### src/rtl/button_arbiter.sv
// -----------------------------------------------------------------------------
// button_arbiter
// Synchronizes and debounces N raw push-button levels, turns each accepted
// press (rising debounced level) into a queued event, and hands the queued
// events one per cycle to a consumer through a round-robin arbiter.
// A press that arrives while the same button still has an unserved event
// is flagged in a sticky per-button overflow bit.
// -----------------------------------------------------------------------------
module button_arbiter #(
   parameter int N        = 4,   // number of buttons, 2..8
   parameter int DEBOUNCE = 4    // stable cycles before a level change is accepted, 1..255
) (
   input  logic                 CLK,
   input  logic                 RST,
   input  logic [N-1:0]         button,
   input  logic                 ready,
   output logic                 pulse,
   output logic [$clog2(N)-1:0] pulse_id,
   output logic [N-1:0]         pending,
   output logic [N-1:0]         overflow
);

   localparam int IW = $clog2(N);
   // The counter never holds DEBOUNCE itself (it clears on the accepting
   // edge), but sizing for DEBOUNCE+1 keeps DEBOUNCE=1 at a legal 1-bit width.
   localparam int CW = $clog2(DEBOUNCE + 1);
   localparam logic [CW-1:0] CNT_LAST = CW'(DEBOUNCE - 1);

   // ---------------------------------------------------------------------------
   // State
   // ---------------------------------------------------------------------------
   logic [N-1:0]    r_sync1;        // first synchronizer stage
   logic [N-1:0]    r_sync2;        // second synchronizer stage (s2)
   logic [N-1:0]    r_deb;          // accepted (debounced) level
   logic [N-1:0]    r_deb_prev;     // debounced level one cycle earlier
   logic [CW-1:0]   r_cnt [N];      // per-button disagreement run length
   logic [N-1:0]    r_pending;      // one queued event per button
   logic [N-1:0]    r_overflow;     // sticky: an event was lost
   logic            r_pulse;
   logic [IW-1:0]   r_pulse_id;
   logic [IW-1:0]   r_last_grant;   // round-robin pointer

   // ---------------------------------------------------------------------------
   // Combinational arbitration signals
   // ---------------------------------------------------------------------------
   logic [N-1:0]    w_rise;         // debounced level went 0 -> 1 last edge
   logic            w_grant_valid;  // a grant happens on the coming edge
   logic [IW-1:0]   w_grant_idx;    // which button is granted
   logic [N-1:0]    w_grant_vec;    // one-hot form of w_grant_idx (or zero)

   // Index of the button visited 'offset' steps after 'last' in the ring.
   function automatic logic [IW-1:0] rr_index(input logic [IW-1:0] last,
                                               input int            offset);
      int sum;
      sum = int'(last) + 1 + offset;
      return IW'(sum % N);
   endfunction

   // Two-flop synchronizer for the asynchronous button levels.
   // NOTE: every clocked block uses non-blocking (<=) so all flops sample the
   // values from before the edge; blocking here would collapse the two stages.
   always_ff @(posedge CLK or posedge RST) begin
      if (RST) begin
         r_sync1 <= '0;
         r_sync2 <= '0;
      end else begin
         r_sync1 <= button;
         r_sync2 <= r_sync1;
      end
   end

   // Debounce: a new level is accepted after DEBOUNCE consecutive disagreeing
   // samples; any agreeing sample restarts the run.
   // NOTE: the counter array is plain flops, not a RAM, so it is reset along
   // with everything else; a mid-debounce reset must forget partial runs.
   always_ff @(posedge CLK or posedge RST) begin
      if (RST) begin
         r_deb      <= '0;
         r_deb_prev <= '0;
         for (int i = 0; i < N; i++) begin
            r_cnt[i] <= '0;
         end
      end else begin
         r_deb_prev <= r_deb;
         for (int i = 0; i < N; i++) begin
            if (r_sync2[i] == r_deb[i]) begin
               r_cnt[i] <= '0;
            end else if (r_cnt[i] == CNT_LAST) begin
               // This edge would take the run to DEBOUNCE: accept the level.
               r_deb[i] <= r_sync2[i];
               r_cnt[i] <= '0;
            end else begin
               r_cnt[i] <= r_cnt[i] + CW'(1);
            end
         end
      end
   end

   // Press detection: only the 0 -> 1 transition of the accepted level counts.
   assign w_rise = r_deb & ~r_deb_prev;

   // Round-robin search starting one past the last granted button. Walking
   // the ring from the far end back towards the start lets the nearest
   // pending button overwrite any farther one without a separate found flag.
   // NOTE: every always_comb output gets a default before any conditional
   // logic, so no path leaves it unassigned and no latch is inferred.
   always_comb begin
      w_grant_valid = 1'b0;
      w_grant_idx   = '0;
      w_grant_vec   = '0;
      for (int k = N - 1; k >= 0; k--) begin
         if (r_pending[rr_index(r_last_grant, k)]) begin
            w_grant_valid = ready;
            w_grant_idx   = rr_index(r_last_grant, k);
         end
      end
      if (w_grant_valid) begin
         w_grant_vec[w_grant_idx] = 1'b1;
      end
   end

   // Event queue: the granted bit clears, a fresh press sets its bit. A press
   // on a bit that stays pending (not granted this edge) loses an event.
   always_ff @(posedge CLK or posedge RST) begin
      if (RST) begin
         r_pending  <= '0;
         r_overflow <= '0;
      end else begin
         r_pending  <= (r_pending & ~w_grant_vec) | w_rise;
         r_overflow <= r_overflow | (w_rise & r_pending & ~w_grant_vec);
      end
   end

   // Registered pulse output and round-robin pointer; pulse_id and the
   // pointer only move on a grant, so pulse_id holds while pulse is low.
   always_ff @(posedge CLK or posedge RST) begin
      if (RST) begin
         r_pulse      <= 1'b0;
         r_pulse_id   <= '0;
         r_last_grant <= IW'(N - 1);   // button 0 is searched first
      end else if (w_grant_valid) begin
         r_pulse      <= 1'b1;
         r_pulse_id   <= w_grant_idx;
         r_last_grant <= w_grant_idx;
      end else begin
         r_pulse      <= 1'b0;
      end
   end

   assign pulse    = r_pulse;
   assign pulse_id = r_pulse_id;
   assign pending  = r_pending;
   assign overflow = r_overflow;

endmodule

### config.mk
export PLATFORM = sky130hd
export DESIGN_NAME = button_arbiter
export DESIGN_NICKNAME = d
export VERILOG_FILES = /design/src/rtl/button_arbiter.sv
export SDC_FILE = /design/constraint.sdc
export NUM_CORES = 1
export LEC_CHECK = 0
export ABC_CLOCK_PERIOD_IN_PS = 1400
export CORE_MARGIN = 3
export CORE_UTILIZATION = 49
export CTS_CLUSTER_SIZE = 14
export DETAILED_ROUTE_END_ITERATION = 10
export PLACE_DENSITY = 0.83
export SLEW_MARGIN = 20
export SYNTH_ARGS = -nofsm -noshare
export SYNTH_HDL_FRONTEND = slang
export SYNTH_SLANG_ARGS = --single-unit
### constraint.sdc
create_clock -name CLK -period 1.4 [get_ports CLK]
set_clock_uncertainty 0.15 [all_clocks]
set_input_delay 0.14 -clock CLK [delete_from_list [all_inputs] [get_ports CLK]]
set_output_delay 0.14 -clock CLK [all_outputs]
set_load 0.01 [all_outputs]
* Word level (Yosys, flattened, before mapping)
Index checks and enable logic that the tools add are counted.
Storage, ports and cells: flip-flop bits (word level) 41, output and inout port bits 11
Operators by class: add/subtract/negate cells 8, $lt $le $gt $ge 6, equality and inequality tests 8, mux-type cells 28, bitwise operators 12, reductions and logical operators 5
Operators with widths (count):
- two-way mux 3 bit | 8
- AND 4 bit | 4
- less-than comparator 2 x 3 -> 1 bit (second input constant) | 5
- adder 3 x 1 -> 3 bit (second input constant) | 4
- equality test 3 x 2 -> 1 bit (second input constant) | 4
- two-way mux 1 bit | 10
- binary-select mux 1 bit (select 2 bit) | 4
- two-way mux 2 bit | 4
- inverter 4 bit | 2
- OR 4 bit | 2
- AND reduction 2 bit | 4
- adder 2 x 1 -> 2 bit (second input constant) | 2
- adder 2 bit (second input constant) | 2
- equality test 1 bit | 4
- two-way mux 4 bit | 1
- inverter 1 bit | 4
- demux 1 bit (select 2 bit) | 1
- greater-or-equal comparator 2 x 1 -> 1 bit (second input constant) | 1
- logical AND 1 bit | 1

* Logic depth before layout (Yosys ltp)
depth in word-level cells 16, mapped depth 5, gate-level depth less buffers 4

* Worst setup path before layout
No wires, ideal clock.
kind flip-flop to flip-flop, start register r_pending[1], in the netlist pending[1], end register r_pending[3], in the netlist pending[3], setup time 0.126 ns, data arrival time 1.386 ns, required time 1.124 ns, path slack -0.262 ns, stages on the path, launching flop included 6, buffers on the path 1, period minus slack after synthesis 1.662 ns, cells stage by stage dfrtp_1 > or2_1 > a311o_1 > buf_6 > nor3_1 > a21oi_1
Between the ends: longest elaborated chain between the ends 14
RTL lines:
- start, declared | line 37 | logic [N-1:0] r_pending;
- start signal, assigned | line 129 | r_pending <= (r_pending & ~w_grant_vec) | w_rise;
- binary-select mux 1 bit (select 2 bit) | line 112 | if (r_pending[rr_index(r_last_grant, k)]) begin
- two-way mux 1 bit (implied by the code) | line 112
- two-way mux 2 bit (4 in a row) | line 112
- less-than comparator 2 x 3 -> 1 bit (implied by the code) or greater-or-equal comparator 2 x 1 -> 1 bit (tied branches) | line 118 | w_grant_vec[w_grant_idx] = 1'b1;
- logical AND 1 bit (implied by the code) | line 118
- two-way mux 1 bit (implied by the code) | line 118
- demux 1 bit (select 2 bit) | line 118
- two-way mux 4 bit (*) | line 117 | if (w_grant_valid) begin
- inverter 4 bit (*) | line 129
- AND 4 bit (*) | line 129
- OR 4 bit (*) | line 129
Every way passes the cells marked *; elsewhere a longest branch is shown, timed or not. The select of a mux whose other input is x is not followed. A chain may end at the register's enable or synchronous reset.

* Worst setup path in the final report
start register r_pending[1], in the netlist pending[1], end register r_last_grant[1]
Between the ends: longest elaborated chain between the ends 6
RTL lines:
- binary-select mux 1 bit (select 2 bit) | line 112
- two-way mux 1 bit (implied by the code) | line 112
- two-way mux 2 bit or two-way mux 1 bit (tied branches) (4 in a row) | line 112
- end signal, assigned | line 140 | r_last_grant <= IW'(N - 1);
- end signal, assigned | line 144 | r_last_grant <= w_grant_idx;
- end, declared | line 41 | logic [IW-1:0] r_last_grant;
Several ways; a longest one is shown, not always the timed one. The select of a mux whose other input is x is not followed.

==> out/qor.csv <==
metric,value,unit
outcome,finished with violations,
violations,setup timing,
vias_per_cell,5.24,
synthAdderAreaFrac,3.10,%
fin_nets,174,
worstHoldStart,button[2],
gp_congestion,0.831,
cts-root-buf,clkbuf_4,
fin_area,2110,um2
whs,0.0843,ns
ys.flop_type,dfrtp_1,
grt_max_degree,42,
p_leak,0.000934,uW
synth_warnings,0,
yosys-mux-area-fraction,2.79,%
synth.largest_area_cell,dfrtp_1,
async_flop_share,100,%
finalNonFillerCells,208,
place_ws,-0.275,ns
rsz0062_at_grt,yes,
arrival,1.76,ns
r2r_slack,-0.22,ns
clockBufferDepth,2,
synth_top_family_by_area,simple AND/OR/NAND/NOR gates,
p_per_area,1990,nW/um2
synthesis.nets,134,
hold_path.class,input pin to register,
max_slew_margin,81.7,%
worstPathCellList,"or2_4, a311o_2, or2_1, nand2_1",
syn_area,1610,um2
grt_use_total,16.5,%
num_vias,1090,
synth_edf_count,0,
final_common_cell,dfrtp_1,
first_global_vias,1143,
drcViolationCount,0,
finalCritPeriodShare,116,%
initial_utilization,52.0,%
grt_pass1_wl,5.06,mm
io_buffers,17,
die_y,63.4,um
die_w,63.4,um
place_area,1910,um2
clk_latency,0.34,ns
cpPeakStageDelay,0.47,ns
rows,20,
criticalPathCategory,register to register,
drv_slew,0,
crit_required,1.54,ns
areaGrowthSynthToFinish,31.0,%
synthTopCellsByArea,"dfrtp_1 (61%), nor3b_1 (4.2%), dfstp_2 (3.3%)",
maxCapViolCount,0,
worst_slack,-0.225,ns
routedWlPerCell,13.7,um
final_antenna_net_count,0,
htreeDepth,2,
io_pins,18,
syn_avg_cell_area,13.1,um2
cts_sinks,41,
startpoint_type,register,
worstReg2RegStart,pending[1],
drt-total-wl,2.85,mm
layout_common_cells,"dfrtp_1 (35), a21oi_1 (9), nor3b_1 (8), buf_4 (8), buf_6 (7)",
crit_slowest_cell,dfrtp_2,
r2r-end,r_last_grant[1],
critPathTopFamily,simple AND/OR/NAND/NOR gates,
firstDrtPassIters,4,
antenna_found_initial,0,
fin_crit,1.62,ns
hold_depth,1,
antenna_cells,0,
synth-xor-area-share,2.17,%
min_to,r_sync1[2],
cp-end-kind,register,
r2r_cells,4,
tightest_slew,0.272,ns
synth_compound_gate_area_share,9.46,%
tritoncts,yes,
dp_hpwl,1.81,mm
peakVddDrop,1.02,mV
drtIter0Drc,34,
cts_buffers,5,
grt_overflow,0,
core-area,3100,um2
ys_seq_area_share,63.8,%
drive_above_1_share,33.5,%
die-area,4020,um2
synth_top_area_share,60.5,%
setup_violations,13,
placedCellCount,191,
crit_buf_inv,0,
finalHoldViolations,0,
synthDistinctLibCells,29,
synth_simple_gate_area_share,16.4,%
syn_inst,123,
crit_fanout,7,
ys_ff_latch,41,
clk_pin_slew_worst_paths,0.12,ns
fmax,616,MHz
[registers in the layout (all words and copies together), names as in the netlist]
signal and cells:
pulse_id 2, r_cnt 12, r_sync1 4, r_last_grant 2
pulse 1, pending 4, r_sync2 4, overflow 4
r_deb 4, r_deb_prev 4
[power breakdown]
part	internal (uW)	total, uW	switching [uW]
combinational	972	1800	829
clock	248	594	346
sequential	1550	1820	264
[Yosys cell counts (all sizes together) (2+ instances only)]
master and number:
nand2 4, xnor2 4, nand2b 2, dfrtp 39
mux2 4, or2 2, nor2 6, a21oi 10
inv 4, ha 4, nor3 8, buf 2
dfstp 2, nand3b 2, nor3b 9, or2b 2
o22a 2, a41oi 2, nor2b 8
[metrics by stage]
step                      total power (uW)  setup TNS [ns]  utilization (%)
final                                 4210           -1.99             68.1
after global placement                3170           -2.17             61.5
after CTS                             4170           -1.91             67.1
after global routing                  4530           -2.81             68.1
after floorplan                       2820           -1.47                -
after detailed placement              3270           -2.76             61.5
[timing repair]
| action | CTS | global route |
|---|---|---|
| hold buffers | 1 | 0 |
| gates cloned | 1 | 0 |
| endpoints found under the hold margin | 39 | 0 |
| buffers inserted | 7 | 0 |
| endpoints found under the setup margin | 24 | 20 |
| pin swaps | 7 | 2 |
| resized for setup | 41 | 10 |
[logic make-up (layout without fill, tap and decap cells)]
kind of cell               Yosys count  in the layout
and+or+nand+nor                     45             45
DFF                                 41             41
AOI/OAI and AO/OA                   19             20
buffers and inverters                6             46
adders and majority gates            4              4
xor gates and xnor gates             4              4
muxes                                4              4
[worst register-to-register path, cell delays in order (launching register included)]
cell and delay, ns:
dfrtp_2 0.47, or2_4 0.25, a311o_2 0.38, or2_1 0.25, nand2_1 0.07
[layout make-up]
| class | count | area (um2) |
|---|---|---|
| Inverter | 4 | 20.0 |
| Tap cell | 44 | 55.1 |
| Timing Repair Buffer | 34 | 327 |
| Fill cell | 238 | 990 |
| Clock buffer | 8 | 58.8 |
| Multi-Input combinational cell | 77 | 619 |
| Sequential cell | 41 | 1030 |
[how the worst max path moves through the flow]
stage | slack (ns) | endpoint | depth (start not counted) | startpoint
3_3_place_gp | -0.21 | pulse_id[0] | 5 | pending[1]
3_5_place_dp | -0.27 | pulse_id[0] | 5 | pending[1]
6_report | -0.22 | r_last_grant[1] | 4 | pending[1]
5_1_grt | -0.28 | r_last_grant[1] | 4 | pending[1]
2_1_floorplan | -0.16 | pulse_id[1] | 5 | pending[0]
4_1_cts | -0.21 | r_last_grant[1] | 4 | pending[1]
[layer usage]
metal  GRT usage (%)  vias up  share of wire (%)
li1                -      511                  -
met1            20.5      533                 43
met2            24.5       32                 48
met3            5.17       14                4.7
met4            11.3        0                4.2
met5               0        -                  0
(Power assumes the default switching activity.)
